===== src/rtl/rv32i_pkg.sv =====
// Shared RV32I decode definitions.
//   XLEN          : data/immediate width (only 32 is supported)
//   OP_*          : 7-bit major opcodes recognised by the decoder
//   dec_fields_t  : per-instruction type flags and register/function fields
package rv32i_pkg;

    localparam int XLEN = 32;

    localparam logic [6:0] OP_ALUREG = 7'b0110011;
    localparam logic [6:0] OP_ALUIMM = 7'b0010011;
    localparam logic [6:0] OP_BRANCH = 7'b1100011;
    localparam logic [6:0] OP_JALR   = 7'b1100111;
    localparam logic [6:0] OP_JAL    = 7'b1101111;
    localparam logic [6:0] OP_AUIPC  = 7'b0010111;
    localparam logic [6:0] OP_LUI    = 7'b0110111;
    localparam logic [6:0] OP_LOAD   = 7'b0000011;
    localparam logic [6:0] OP_STORE  = 7'b0100011;
    localparam logic [6:0] OP_SYSTEM = 7'b1110011;
    localparam logic [6:0] OP_FENCE  = 7'b0001111;

    typedef struct packed {
        logic       is_alu_reg;
        logic       is_alu_imm;
        logic       is_branch;
        logic       is_jalr;
        logic       is_jal;
        logic       is_auipc;
        logic       is_lui;
        logic       is_load;
        logic       is_store;
        logic       is_system;
        logic       is_illegal;
        logic [4:0] rs1_id;
        logic [4:0] rs2_id;
        logic [4:0] rd_id;
        logic [2:0] funct3;
        logic [6:0] funct7;
    } dec_fields_t;

endpackage


===== src/rtl/rv32i_imm_gen.sv =====
// Combinational immediate generator for RV32I.
//   instr                       in  : 32-bit instruction word
//   Uimm/Iimm/Simm/Bimm/Jimm    out : sign-extended immediates of each format
module rv32i_imm_gen
    import rv32i_pkg::*;
(
    input  logic [31:0]     instr,
    output logic [XLEN-1:0] Uimm,
    output logic [XLEN-1:0] Iimm,
    output logic [XLEN-1:0] Simm,
    output logic [XLEN-1:0] Bimm,
    output logic [XLEN-1:0] Jimm
);

    logic w_sign;
    assign w_sign = instr[31];

    // Every format takes its sign from instr[31], so the top bit is copied
    // out to XLEN rather than being treated as part of the magnitude.
    assign Uimm = {{(XLEN-31){w_sign}}, instr[30:12], 12'b0};
    assign Iimm = {{(XLEN-11){w_sign}}, instr[30:20]};
    assign Simm = {{(XLEN-11){w_sign}}, instr[30:25], instr[11:7]};
    assign Bimm = {{(XLEN-12){w_sign}}, instr[7], instr[30:25], instr[11:8], 1'b0};
    assign Jimm = {{(XLEN-20){w_sign}}, instr[19:12], instr[20], instr[30:21], 1'b0};

endmodule


===== src/rtl/rv32i_decoder.sv =====
// Registered RV32I instruction decoder (fetch -> regfile/ALU), latency 1.
//   clk, reset         : rising-edge clock, synchronous active-high reset
//   instr, instr_valid : instruction word and its qualifier
//   out_valid          : outputs belong to an instruction captured last cycle
//   is*                : one-hot opcode class flags, isIllegal for unknown opcodes
//   *imm               : U/I/S/B/J immediates, always extracted
//   rs1Id/rs2Id/rdId, funct3, funct7 : raw instruction fields
// When instr_valid is low, out_valid drops and everything else holds.
module rv32i_decoder
    import rv32i_pkg::*;
(
    input  logic            clk,
    input  logic            reset,
    input  logic [31:0]     instr,
    input  logic            instr_valid,
    output logic            out_valid,
    output logic            isALUreg,
    output logic            isALUimm,
    output logic            isBranch,
    output logic            isJALR,
    output logic            isJAL,
    output logic            isAUIPC,
    output logic            isLUI,
    output logic            isLoad,
    output logic            isStore,
    output logic            isSYSTEM,
    output logic            isIllegal,
    output logic [XLEN-1:0] Uimm,
    output logic [XLEN-1:0] Iimm,
    output logic [XLEN-1:0] Simm,
    output logic [XLEN-1:0] Bimm,
    output logic [XLEN-1:0] Jimm,
    output logic [4:0]      rs1Id,
    output logic [4:0]      rs2Id,
    output logic [4:0]      rdId,
    output logic [2:0]      funct3,
    output logic [6:0]      funct7
);

    dec_fields_t     w_dec;
    dec_fields_t     r_dec;
    logic            r_out_valid;
    logic [XLEN-1:0] w_uimm, w_iimm, w_simm, w_bimm, w_jimm;
    logic [XLEN-1:0] r_uimm, r_iimm, r_simm, r_bimm, r_jimm;

    rv32i_imm_gen u_imm_gen (
        .instr (instr),
        .Uimm  (w_uimm),
        .Iimm  (w_iimm),
        .Simm  (w_simm),
        .Bimm  (w_bimm),
        .Jimm  (w_jimm)
    );

    always_comb begin
        // NOTE: clearing the whole struct first gives every bit a value on
        // every path, so no latch can be inferred for the flags.
        w_dec        = '0;
        w_dec.rs1_id = instr[19:15];
        w_dec.rs2_id = instr[24:20];
        w_dec.rd_id  = instr[11:7];
        w_dec.funct3 = instr[14:12];
        w_dec.funct7 = instr[31:25];
        case (instr[6:0])
            OP_ALUREG: w_dec.is_alu_reg = 1'b1;
            OP_ALUIMM: w_dec.is_alu_imm = 1'b1;
            OP_BRANCH: w_dec.is_branch  = 1'b1;
            OP_JALR:   w_dec.is_jalr    = 1'b1;
            OP_JAL:    w_dec.is_jal     = 1'b1;
            OP_AUIPC:  w_dec.is_auipc   = 1'b1;
            OP_LUI:    w_dec.is_lui     = 1'b1;
            OP_LOAD:   w_dec.is_load    = 1'b1;
            OP_STORE:  w_dec.is_store   = 1'b1;
            OP_SYSTEM: w_dec.is_system  = 1'b1;
            OP_FENCE:  ;                // executed as a NOP: no flag, not illegal
            default:   w_dec.is_illegal = 1'b1;
        endcase
    end

    // NOTE: sequential state uses non-blocking assignments so every register
    // samples pre-edge values, independent of statement order.
    always_ff @(posedge clk) begin
        if (reset) begin
            r_out_valid <= 1'b0;
            r_dec       <= '0;
            r_uimm      <= '0;
            r_iimm      <= '0;
            r_simm      <= '0;
            r_bimm      <= '0;
            r_jimm      <= '0;
        end else begin
            r_out_valid <= instr_valid;
            if (instr_valid) begin
                r_dec  <= w_dec;
                r_uimm <= w_uimm;
                r_iimm <= w_iimm;
                r_simm <= w_simm;
                r_bimm <= w_bimm;
                r_jimm <= w_jimm;
            end
        end
    end

    assign out_valid = r_out_valid;
    assign isALUreg  = r_dec.is_alu_reg;
    assign isALUimm  = r_dec.is_alu_imm;
    assign isBranch  = r_dec.is_branch;
    assign isJALR    = r_dec.is_jalr;
    assign isJAL     = r_dec.is_jal;
    assign isAUIPC   = r_dec.is_auipc;
    assign isLUI     = r_dec.is_lui;
    assign isLoad    = r_dec.is_load;
    assign isStore   = r_dec.is_store;
    assign isSYSTEM  = r_dec.is_system;
    assign isIllegal = r_dec.is_illegal;
    assign rs1Id     = r_dec.rs1_id;
    assign rs2Id     = r_dec.rs2_id;
    assign rdId      = r_dec.rd_id;
    assign funct3    = r_dec.funct3;
    assign funct7    = r_dec.funct7;
    assign Uimm      = r_uimm;
    assign Iimm      = r_iimm;
    assign Simm      = r_simm;
    assign Bimm      = r_bimm;
    assign Jimm      = r_jimm;

endmodule


===== config.mk =====
export PLATFORM = sky130hd
export DESIGN_NAME = rv32i_decoder
export DESIGN_NICKNAME = d
export VERILOG_FILES = /design/src/rtl/rv32i_pkg.sv /design/src/rtl/rv32i_imm_gen.sv /design/src/rtl/rv32i_decoder.sv
export SDC_FILE = /design/constraint.sdc
export NUM_CORES = 1
export LEC_CHECK = 0
export ABC_CLOCK_PERIOD_IN_PS = 2850
export CORE_MARGIN = 5
export CORE_UTILIZATION = 32
export DETAILED_ROUTE_END_ITERATION = 7
export PLACE_DENSITY = 0.82
export SLEW_MARGIN = 25
export SYNTH_ARGS = -nofsm -noshare
export SYNTH_HDL_FRONTEND = slang
export SYNTH_SLANG_ARGS = --single-unit
export TNS_END_PERCENT = 1

===== constraint.sdc =====
create_clock -name clk -period 2.85 [get_ports clk]
set_input_delay 0.57 -clock clk [delete_from_list [all_inputs] [get_ports clk]]
set_output_delay 0.57 -clock clk [all_outputs]
set_load 0.005 [all_outputs]

# Yosys cells after proc, flatten, opt, wreduce, memory -nomap -nowiden
# Index checks and enable logic that the tools add are counted.
# word_totals
regBits	113
elab_cells	45
in_bits	35
out_inout_bits	197
# op_classes
n_eq_ne	11
n_mux	11
reduce_logical	1
# ops
operator	count
equality test 7 bit (second input constant)	4
equality test 7 x 6 -> 1 bit (second input constant)	3
equality test 7 x 5 -> 1 bit (second input constant)	2
two-way mux 1 bit	11
OR reduction 11 bit	1
equality test 7 x 2 -> 1 bit (second input constant)	1
equality test 7 x 4 -> 1 bit (second input constant)	1

# Depth between registers and ports, before layout
# Gate-level depths: netlist of run 1.
# logic_depth
depth_word	3
mapped_depth	5
depth_no_buf	4

# Modules after synthesis
# From an unflattened synthesis of run 1, not the netlist that was laid out.
# unflattened
hier_cells	825
hier_area_um2	8398.1
# by_module_without_submodules
mod	cells_per_inst	instances	area_per_inst_um2
rv32i_decoder	664	1	7193.1
rv32i_imm_gen	161	1	1204.9

# Worst setup path before layout of run 1
# No wires, ideal clock.
# synth_timing
path_type	register -> output
start	register funct7[6] (netlist name)
end	output Bimm[13]
arrival_time_ps	1818
n_path_buf	1
setup_slack_ps	462
path_stages_with_launch	2
path_cell_list	dfxtp_1 buf_4
# synth_rtl
item	line_no	source
end: declaration	rv32i_decoder.sv:31	output logic [XLEN-1:0] Bimm,

==> out/qor.txt, run 1 <==
YOSYS
------------------------------------------------------------------------
Sequential cell area fraction in the yosys report                 0.2856
Post-Synthesis Cells                                                 301
Number of synthesized register bits                                   37
Netlist area before placement                               0.002594 mm²
Syn avg cell area                                              8.617 µm²
Distinct cells, synth                                                 29
Syn. warnings                                                          0

SETUP PATH
------------------------------------------------------------------------
Required time of the critical path                               2.28 ns
Slowest stage cell, crit path                               clkdlybuf4s50_1
Critical-path cell list                                     buf_4 > clkdlybuf4s50_1
Arrival time at the worst endpoint                               1.72 ns
Critical path type                                            reg -> out
Top cell family by delay on the critical path               buffers and inverters
Critical path capture point type                              output pin
Worst-path fanout max                                                 77
Buffers plus inverters on the worst setup path                         2
Critical path launch point type                                flip-flop
CP peak stage delay                                              0.64 ns

FLOORPLANNING
------------------------------------------------------------------------
Total number of placement rows                                        32
Overall die width                                               100.0 µm
Die area                                                     0.01001 mm²
Core outline area                                           0.007807 mm²
Vertical extent of the die                                      100.0 µm
# IOs                                                                232
Starting Density                                                  0.3322

PWR
------------------------------------------------------------------------
Internal                                                        1.057 mW
Lkg Pwr                                                         1.469 nW
Post-layout power                                               1.418 mW
Worst VDD drop                                                 0.2020 mV
Net switching power of the design                              0.3609 mW
Switch share                                                      0.2546
Power density cells                                         370.1 mW/mm²
Share of power burned in registers                                 0.400
Portion of total power attributed to combinational logic           0.307
Share of power burned in the clock network                         0.294

CLOCK NETWORK
------------------------------------------------------------------------
CTS Hold Buffers Added                                                 0
Inserted Clock Buffers                                                 5
Clock tree root buffer cell                                     clkbuf_8
Clk Latency, worst-skew pair                                     0.28 ns
Setup repair bufs after CTS                                            0
Post-cts resize count                                                  0
H-Tree Level Count                                                     2
Number of buffers between clock root and the deepest sink              2
TritonCTS clock tree                                                 yes
CTS sink count                                                        37
Clock transition at path regs                                    0.08 ns

PLACE
------------------------------------------------------------------------
DPL Wire Length                                                 5.634 mm
Instance count after placement with tap cells included               469
Number of buffers inserted by port buffering                         217
Routability congestion estimate from global placement             0.8558

DETAILED ROUTING
------------------------------------------------------------------------
Total number of vias                                               1,930
Post-route ant nets                                                    0
DR vias/cell                                                       4.046
Per-cell routed wire length                                     14.25 µm
First drt pass iteration count                                         6
Iteration-0 DRC count of the detailed router                          33
Number of DRC violations after detailed routing                        0
Routed wire length                                              6.796 mm

GRT
------------------------------------------------------------------------
Global-route wire length before repair                          9.715 mm
Largest net degree at the start of global routing                     78
Vias in the first global route                                     1,808
Leftover overflow at the end of global routing                         0
Aggregate global-route resource usage                             0.1185
Initial antenna violation count                                        0

HOLD PATH
------------------------------------------------------------------------
Class of the tightest hold or removal check                   reg -> reg

STA
------------------------------------------------------------------------
Slew Limit Fails                                                       0
Least-Margin Pin Slew                                          0.5880 ns
Total negative slack for setup checks                               0 ns
Final Skew                                                          0 ns
Final period util                                                 0.8037
Final number of setup-violating endpoints                              0
Setup repair after global routing missed its margin                   no
Highest attainable clock frequency                             436.6 MHz
Headroom to the max-slew limit                                    0.6080
Endpoints failing hold                                                 0
Clock period minus worst slack                                  2.291 ns

RUN STATUS
------------------------------------------------------------------------
Outcome                                                     finished clean

LAYOUT
------------------------------------------------------------------------
NumNets Final                                                        409
Filler-free cell count of the finished design                        477
# diodes                                                               0
Utilization after layout                                          0.4905
Layout cells sized above 1                                       0.05600
Area growth from synthesis to layout                              47.66%

FLOW RUN
------------------------------------------------------------------------
MaxCap Viol Count                                                      0

cell type report:
| type | count | area [µm²] |
|---|---|---|
| fillers | 749 | 3978 |
| inverters | 8 | 30.03 |
| flip-flops and latches | 37 | 742.0 |
| multi-input cells | 101 | 628.1 |
| clock inverters | 1 | 8.758 |
| clock buffers | 7 | 96.34 |
| repair buffers | 221 | 2197 |
| well taps | 102 | 127.6 |
layer usage:
layer / share of wire / vias to the layer above / GRT usage
li1: - / 927 / -
met1: 0.34 / 881 / 0.1164
met2: 0.53 / 117 / 0.2268
met3: 0.13 / 5 / 0.05698
met4: 0.0090 / 0 / 0.02073
met5: 0 / - / 0
state kept, by name, summed over array words and instances (netlist names), 2 cells and up:
name    cells
rs1Id       4
funct7      7
Jimm        2
funct3      2
rs2Id       4
rdId        4
power by group through the flow:
| stage | clock [mW] | sequential, mW | combinational, mW |
|---|---|---|---|
| after floorplan | 0 | 0.588 | 0.264 |
| after global placement | 0 | 0.578 | 0.432 |
| after detailed placement | 0 | 0.580 | 0.441 |
| after CTS | 0.430 | 0.568 | 0.442 |
| after global routing | 0.456 | 0.573 | 0.465 |
| final | 0.416 | 0.566 | 0.435 |
logic make-up (layout without fill, tap and decap cells):
family,after synthesis,after routing,share of synthesized area
AO/OA/AOI/OAI,14,14,0.03956
buffers and inverters,176,237,0.4911
flip-flops,37,37,0.2856
multiplexers,25,25,0.09648
other,1,14,0.001446
AND/OR/NAND/NOR,48,48,0.08587
tightest hold or removal path, cell delays in order (launching register included):
cell     delay, ns
dfxtp_1       0.32
nand2_1       0.06
o21ai_2       0.05
layout by cell type (no fill, tap or decap):
cell type,Yosys,routed
nor4b_1,1,1
nor3_1,1,1
buf_2,4,1
or2b_1,1,1
mux2i_1,25,25
nand2_1,7,7
a22oi_1,1,1
conb_1,1,14
nor4_1,2,2
o41ai_1,1,1
a21oi_1,2,2
dfxtp_1,37,36
or3_2,1,1
inv_6,0,1
o21ai_2,2,2
inv_2,2,2
nand3_1,2,2
buf_4,160,4
or4_4,1,1
nand3_2,1,1
nand4b_1,1,1
clkdlybuf4s50_1,0,216
dfxtp_2,0,1
o22ai_1,1,1
nand2b_1,1,1
o21ai_0,2,2
clkbuf_8,0,7
inv_1,6,6
nor2_1,29,29
o32ai_1,4,4
o211ai_1,1,1
per-stage QoR:
step	cell area, µm²	setup WS, ns	hold WS [ns]
after global routing	3830	0.4203	0.4881
after floorplan	2643	0.4623	0.4487
after global placement	3725	0.8627	0.4429
after CTS	3830	0.5205	0.4651
after detailed placement	3725	0.8287	0.4540
final	3830	0.5595	0.4607
worst paths after layout:
check	start	to	slack (ns)	cells after the start
worst max register to register	funct7[6]	funct7[6]	1.75	3
worst max-delay path	funct7[6]	Iimm[31]	0.56	2
worst min register to register	isJALR	isJALR	0.46	2
worst min-delay path	isJALR	isJALR	0.46	2
synth_stat cells:
cell	count	area, µm²
buf_2	4	20.02
a21oi_1	2	10.01
nand4b_1	1	8.760
o21ai_0	2	10.01
conb_1	1	3.750
nand3_2	1	10.01
o32ai_1	4	35.03
or3_2	1	7.510
or2b_1	1	7.510
nor4b_1	1	8.760
o21ai_2	2	17.52
nand2_1	7	26.28
nor3_1	1	5.000
nor4_1	2	12.51
o41ai_1	1	8.760
nor2_1	29	108.9
buf_6	1	11.26
buf_4	160	1201
mux2i_1	25	250.2
a22oi_1	1	7.510
dfxtp_1	37	740.7
or4_4	1	11.26
inv_2	2	7.510
nand2b_1	1	6.260
o22ai_1	1	6.260
clkbuf_1	3	11.26
o211ai_1	1	7.510
nand3_1	2	10.01
inv_1	6	22.52
Note: power is estimated with default switching activity, not from simulation.
==> inputs of run 2 (changes only) <==
ABC_CLOCK_PERIOD_IN_PS = 1900   (was 2850)
CORE_UTILIZATION = 29   (was 32)
PLACE_DENSITY = 0.79   (was 0.82)
clock period = 1.9 ns   (was 2.85 ns; I/O delays follow)
==> out/qor.txt, run 2 (synthesis results as in run 1) <==
GRT
----------------------------------------------------------------------------------
Largest net degree at the start of global routing                               78   unchanged
Initial antenna violation count                                                  0   unchanged
Vias in the first global route                                               1,916   +6.0%
Leftover overflow at the end of global routing                                   0   unchanged
Global-route wire length before repair                                    10.38 mm   +6.8%
Aggregate global-route resource usage                                       0.1113   -0.007210

STA
----------------------------------------------------------------------------------
Slew Limit Fails                                                                 0   unchanged
Total negative slack for setup checks                                         0 ns   unchanged
Final Skew                                                                    0 ns   unchanged
Final period util                                                           0.9374
Final number of setup-violating endpoints                                        0   unchanged
Setup repair after global routing missed its margin                             no
Clock period minus worst slack                                            1.781 ns
Endpoints failing hold                                                           0   unchanged
Highest attainable clock frequency                                       561.5 MHz

LAYOUT
----------------------------------------------------------------------------------
Final non-filler cell area                                            0.003874 mm²   +1.1%
# diodes                                                                         0   unchanged
Layout cells sized above 1                                                 0.06101   +0.005008
Most common cell after layout, fill and taps aside                    clkdlybuf4s50_1
Most frequent cells in the layout                                     clkdlybuf4s50_1, dfxtp_1, nor2_1, mux2i_1, conb_1
NumNets Final                                                                  411   +0.49%
Fill cells                                                                     821   +9.6%
Flip-flop count of the largest register, all copies and words added              7   unchanged
Area growth from synthesis to layout                                        49.35%

PWR
----------------------------------------------------------------------------------
Worst VDD drop                                                           0.3978 mV   +97%
Share of power burned in the clock network                                   0.271   -0.023
Internal                                                                  1.556 mW   +47%
Share of power burned in registers                                           0.410   +0.010
Lkg Pwr                                                                   1.484 nW   +1.1%
Switch share                                                                0.2511   -0.003507
Power density cells                                                   536.2 mW/mm²   +45%
Portion of total power attributed to combinational logic                     0.319   +0.012
Net switching power of the design                                        0.5215 mW   +45%

HOLD PATH
----------------------------------------------------------------------------------
Class of the tightest hold or removal check                              in -> reg

CLOCK NETWORK
----------------------------------------------------------------------------------
CTS sink count                                                                  37   unchanged
Clock tree root buffer cell                                               clkbuf_8
Inserted Clock Buffers                                                           5   unchanged
Clk Latency, worst-skew pair                                               0.28 ns   about the same
Number of buffers between clock root and the deepest sink                        2   unchanged
H-Tree Level Count                                                               2   unchanged
Setup repair bufs after CTS                                                      0   unchanged
Post-cts resize count                                                            0   unchanged
CTS Hold Buffers Added                                                           0   unchanged
Clock transition at path regs                                              0.07 ns   about the same
TritonCTS clock tree                                                           yes

SETUP PATH
----------------------------------------------------------------------------------
Arrival time at the worst endpoint                                         1.40 ns   -0.32 ns
Worst-path fanout max                                                           38   -51%
Critical path launch point type                                          flip-flop
Required time of the critical path                                         1.52 ns   -0.76 ns
Critical path capture point type                                        output pin
Slowest stage cell, crit path                                         clkdlybuf4s50_1
Critical path type                                                      reg -> out
Critical-path cell list                                               clkbuf_16 > clkdlybuf4s50_1
CP peak stage delay                                                        0.53 ns   -0.11 ns

FLOORPLANNING
----------------------------------------------------------------------------------
Total number of placement rows                                                  34   +6.3%
# IOs                                                                          232   unchanged
Vertical extent of the die                                                104.6 µm   +4.5%
Overall die width                                                         104.6 µm   +4.5%
Die area                                                               0.01093 mm²   +9.3%
Core outline area                                                     0.008721 mm²   +12%
Starting Density                                                            0.2974   -0.03479

DETAILED ROUTING
----------------------------------------------------------------------------------
Total number of vias                                                         1,961   +1.6%
Iteration-0 DRC count of the detailed router                                    50   +52%
Post-route ant nets                                                              0   unchanged
DR vias/cell                                                                 4.043   about the same
Number of DRC violations after detailed routing                                  0   unchanged
First drt pass iteration count                                                   4   -2
Per-cell routed wire length                                               13.79 µm   -3.2%
Routed wire length                                                        6.686 mm   -1.6%

PLACE
----------------------------------------------------------------------------------
DPL Wire Length                                                           5.424 mm   -3.7%
Routability congestion estimate from global placement                       0.8959   +4.7%
Placement Cell Area                                                   0.003752 mm²   +0.74%
Number of buffers inserted by port buffering                                   217   unchanged

FLOW RUN
----------------------------------------------------------------------------------
MaxCap Viol Count                                                                0   unchanged

RUN STATUS
----------------------------------------------------------------------------------
Outcome                                                               finished clean

## run 2: area by class of cell
type,count,area (µm²),area share
Sequential cell,37,742.0,0.1915
Clock buffer,6,82.58,0.02132
Inverter,8,30.03,0.007752
Timing Repair Buffer,223,2242,0.5788
Tap cell,108,135.1,0.03488
Clock inverter,2,13.76,0.003553
Multi-Input combinational cell,101,628.1,0.1621
## run 2: final timing paths
check,start,to,slack [ns],depth (start not counted)
max,funct7[6],Simm[29],0.12,2
min,instr_valid,out_valid,0.43,3
min reg2reg,isBranch,isBranch,0.47,2
max reg2reg,funct7[6],funct7[6],1.04,3
## run 2: power by group through the flow
stage	Combinational [mW]	Clock, mW	Sequential (mW)
after floorplan	0.388	0	0.882
after global placement	0.653	0	0.867
after detailed placement	0.664	0	0.870
after CTS	0.666	0.595	0.853
after global routing	0.711	0.634	0.862
final	0.663	0.562	0.852
## run 2: routing by layer
metal / track usage / routed length [µm]
met3: 0.05117 / 801
met1: 0.1133 / 2331
met4: 0.02740 / 40
met2: 0.2059 / 3512
met5: 0 / 0
## run 2: worst max-delay path: cells and delay by family, from the launching register on
family / cells / cell delay (ns)
buffers and inverters: 2 / 0.75
flip-flops: 1 / 0.38
## run 2: metrics by stage
step	worst slack [ns]	hold WS, ns	utilization	std cells	power, mW
after floorplan	0.3263	0.4487	-	314	1.270
after detailed placement	0.1234	0.4515	0.4303	476	1.534
after CTS	0.04772	0.4087	0.4413	484	2.113
final	0.1189	0.4299	0.4442	485	2.077
after global placement	0.1717	0.4450	0.4303	476	1.520
after global routing	0.03300	0.4152	0.4442	485	2.207
==> inputs of run 3 (changes only) <==
ABC_CLOCK_PERIOD_IN_PS = default   (was 1900)
CORE_ASPECT_RATIO = 1.25   (was default)
==> out/qor.txt, run 3 (synthesis results as in run 1) <==
GRT
----------------------------------------------------------------------------------
Initial antenna violation count                                                  0   unchanged
Vias in the first global route                                               1,778   -7.2%
Aggregate global-route resource usage                                       0.1033   -0.007969
Global-route wire length before repair                                    8.983 mm   -13%
Largest net degree at the start of global routing                               78   unchanged
Leftover overflow at the end of global routing                                   0   unchanged

STA
----------------------------------------------------------------------------------
Final Skew                                                                    0 ns   unchanged
Total negative slack for setup checks                                         0 ns   unchanged
Setup WS post-layout                                                     0.1127 ns   -0.006208 ns
Slew Limit Fails                                                                 0   unchanged
Final period util                                                           0.9407   +0.003267
Final number of setup-violating endpoints                                        0   unchanged
Clock period minus worst slack                                            1.787 ns   +0.006208 ns
Setup repair after global routing missed its margin                             no
Highest attainable clock frequency                                       559.5 MHz   -0.35%
Endpoints failing hold                                                           0   unchanged

CLOCK NETWORK
----------------------------------------------------------------------------------
Clock transition at path regs                                              0.07 ns   about the same
Setup repair bufs after CTS                                                      0   unchanged
TritonCTS clock tree                                                           yes
Number of buffers between clock root and the deepest sink                        2   unchanged
H-Tree Level Count                                                               2   unchanged
Post-cts resize count                                                            0   unchanged
CTS Hold Buffers Added                                                           0   unchanged
CTS sink count                                                                  37   unchanged
Clk Latency, worst-skew pair                                               0.28 ns   about the same
Inserted Clock Buffers                                                           5   unchanged
Clock tree root buffer cell                                               clkbuf_8

PWR
----------------------------------------------------------------------------------
Lkg Pwr                                                                   1.483 nW   about the same
Worst VDD drop                                                           0.4748 mV   +19%
Post-layout power                                                         2.039 mW   -1.8%
Power density cells                                                   525.2 mW/mm²   -2.0%

LAYOUT
----------------------------------------------------------------------------------
Most frequent cells in the layout                                     clkdlybuf4s50_1, dfxtp_1, nor2_1, mux2i_1, conb_1
Fill cells                                                                     843   +2.7%
Most common cell after layout, fill and taps aside                    clkdlybuf4s50_1
Filler-free cell count of the finished design                                  498   +2.7%
# diodes                                                                         0   unchanged
Final non-filler cell area                                            0.003882 mm²   +0.23%
Layout cells sized above 1                                                 0.06085   -0.0001614
Flip-flop count of the largest register, all copies and words added              7   unchanged
NumNets Final                                                                  412   +0.24%
Area growth from synthesis to layout                                        49.69%

SETUP PATH
----------------------------------------------------------------------------------
Critical path type                                                      reg -> out
Worst-path fanout max                                                           38   unchanged
Critical path launch point type                                          flip-flop
Reg2reg path depth                                                               3   unchanged
Slowest stage cell, crit path                                         clkdlybuf4s50_1
Required time of the critical path                                         1.52 ns   about the same
Critical-path cell list                                               clkbuf_16 > clkdlybuf4s50_1
Arrival time at the worst endpoint                                         1.41 ns   about the same
Critical path capture point type                                        output pin
CP peak stage delay                                                        0.52 ns   about the same
Startpoint of the most critical register-to-register path                funct7[6]
Flop2flop setup slack                                                      1.05 ns   about the same
Endpoint of the worst-slack reg-to-reg timing path                       funct7[6]

PLACE
----------------------------------------------------------------------------------
Pre-CTS setup slack                                                      0.1177 ns   -0.005720 ns
Number of buffers inserted by port buffering                                   217   unchanged
Instance count after placement with tap cells included                         489   +2.7%
DPL Wire Length                                                           5.517 mm   +1.7%
Routability congestion estimate from global placement                       0.8177   -8.7%
Placement Cell Area                                                   0.003775 mm²   +0.60%

FLOORPLANNING
----------------------------------------------------------------------------------
Vertical extent of the die                                                115.7 µm   +11%
Overall die width                                                         94.59 µm   -9.5%
Starting Density                                                            0.2981   +0.0006843
# IOs                                                                          232   unchanged
Total number of placement rows                                                  38   +12%
Core outline area                                                     0.008701 mm²   -0.23%
Die area                                                               0.01095 mm²   +0.11%

RUN STATUS
----------------------------------------------------------------------------------
Outcome                                                               finished clean

DETAILED ROUTING
----------------------------------------------------------------------------------
Number of DRC violations after detailed routing                                  0   unchanged
Post-route ant nets                                                              0   unchanged
Per-cell routed wire length                                               13.59 µm   -1.4%
DR vias/cell                                                                 3.918   -3.1%
Routed wire length                                                        6.770 mm   +1.3%
Total number of vias                                                         1,951   -0.51%
First drt pass iteration count                                                   4   unchanged
Iteration-0 DRC count of the detailed router                                    30   -40%

HOLD PATH
----------------------------------------------------------------------------------
Startpoint of the worst hold path                                      instr_valid
Worst hold path stage count                                                      3   unchanged
Class of the tightest hold or removal check                              in -> reg
Hold-critical path endpoint                                              out_valid

FLOW RUN
----------------------------------------------------------------------------------
MaxCap Viol Count                                                                0   unchanged

-- run 3: cell count changes in the layout (fill, tap and decap cells not counted), sizes merged --
cell and change:
buf +1
-- run 3: worst max-delay path by stage --
stage	startpoint	end	slack (ns)	cells after the start
floorplan	funct7[6]	Bimm[13]	0.33	1
global placement	instr[6]	isJAL	0.17	4
detailed placement	instr[6]	isIllegal	0.12	5
CTS	funct7[6]	Iimm[15]	0.03	2
global route	funct7[6]	Iimm[23]	0.04	2
finish	funct7[6]	funct7[6]	0.11	2
-- run 3: per-layer routing --
| metal | routed length (µm) | track usage | part of all wire |
|---|---|---|---|
| met3 | 878 | 0.03636 | 0.13 |
| met5 | 0 | 0 | 0 |
| met2 | 3437 | 0.1889 | 0.51 |
| met1 | 2380 | 0.1085 | 0.35 |
| met4 | 74 | 0.03754 | 0.011 |
-- run 3: layout make-up --
class / instances / area (µm²) / area share
well taps: 120 / 150.1 / 0.03867
inverters: 8 / 30.03 / 0.007734
repair buffers: 224 / 2250 / 0.5794
clock buffers: 6 / 72.57 / 0.01869
multi-input cells: 101 / 628.1 / 0.1618
flip-flops and latches: 37 / 742.0 / 0.1911
clock inverters: 2 / 10.01 / 0.002578
-- run 3: metrics by stage --
stage | util | hold slack [ns]
after floorplan | - | 0.4487
after CTS | 0.4433 | 0.4157
final | 0.4462 | 0.4349
after detailed placement | 0.4339 | 0.4537
after global routing | 0.4462 | 0.4432
after global placement | 0.4339 | 0.4489
-- run 3: worst max-delay path, delay by kind of cell, from the launching register on --
kind                   cells  cell delay [ns]
buffers and inverters      2             0.74
DFF                        1             0.38
-- run 3: report_power, final --
part	internal (mW)	switching [mW]	total, mW
clock network	0.254	0.269	0.523
registers	0.811	0.0421	0.853
logic	0.452	0.211	0.663
total	1.52	0.522	2.04
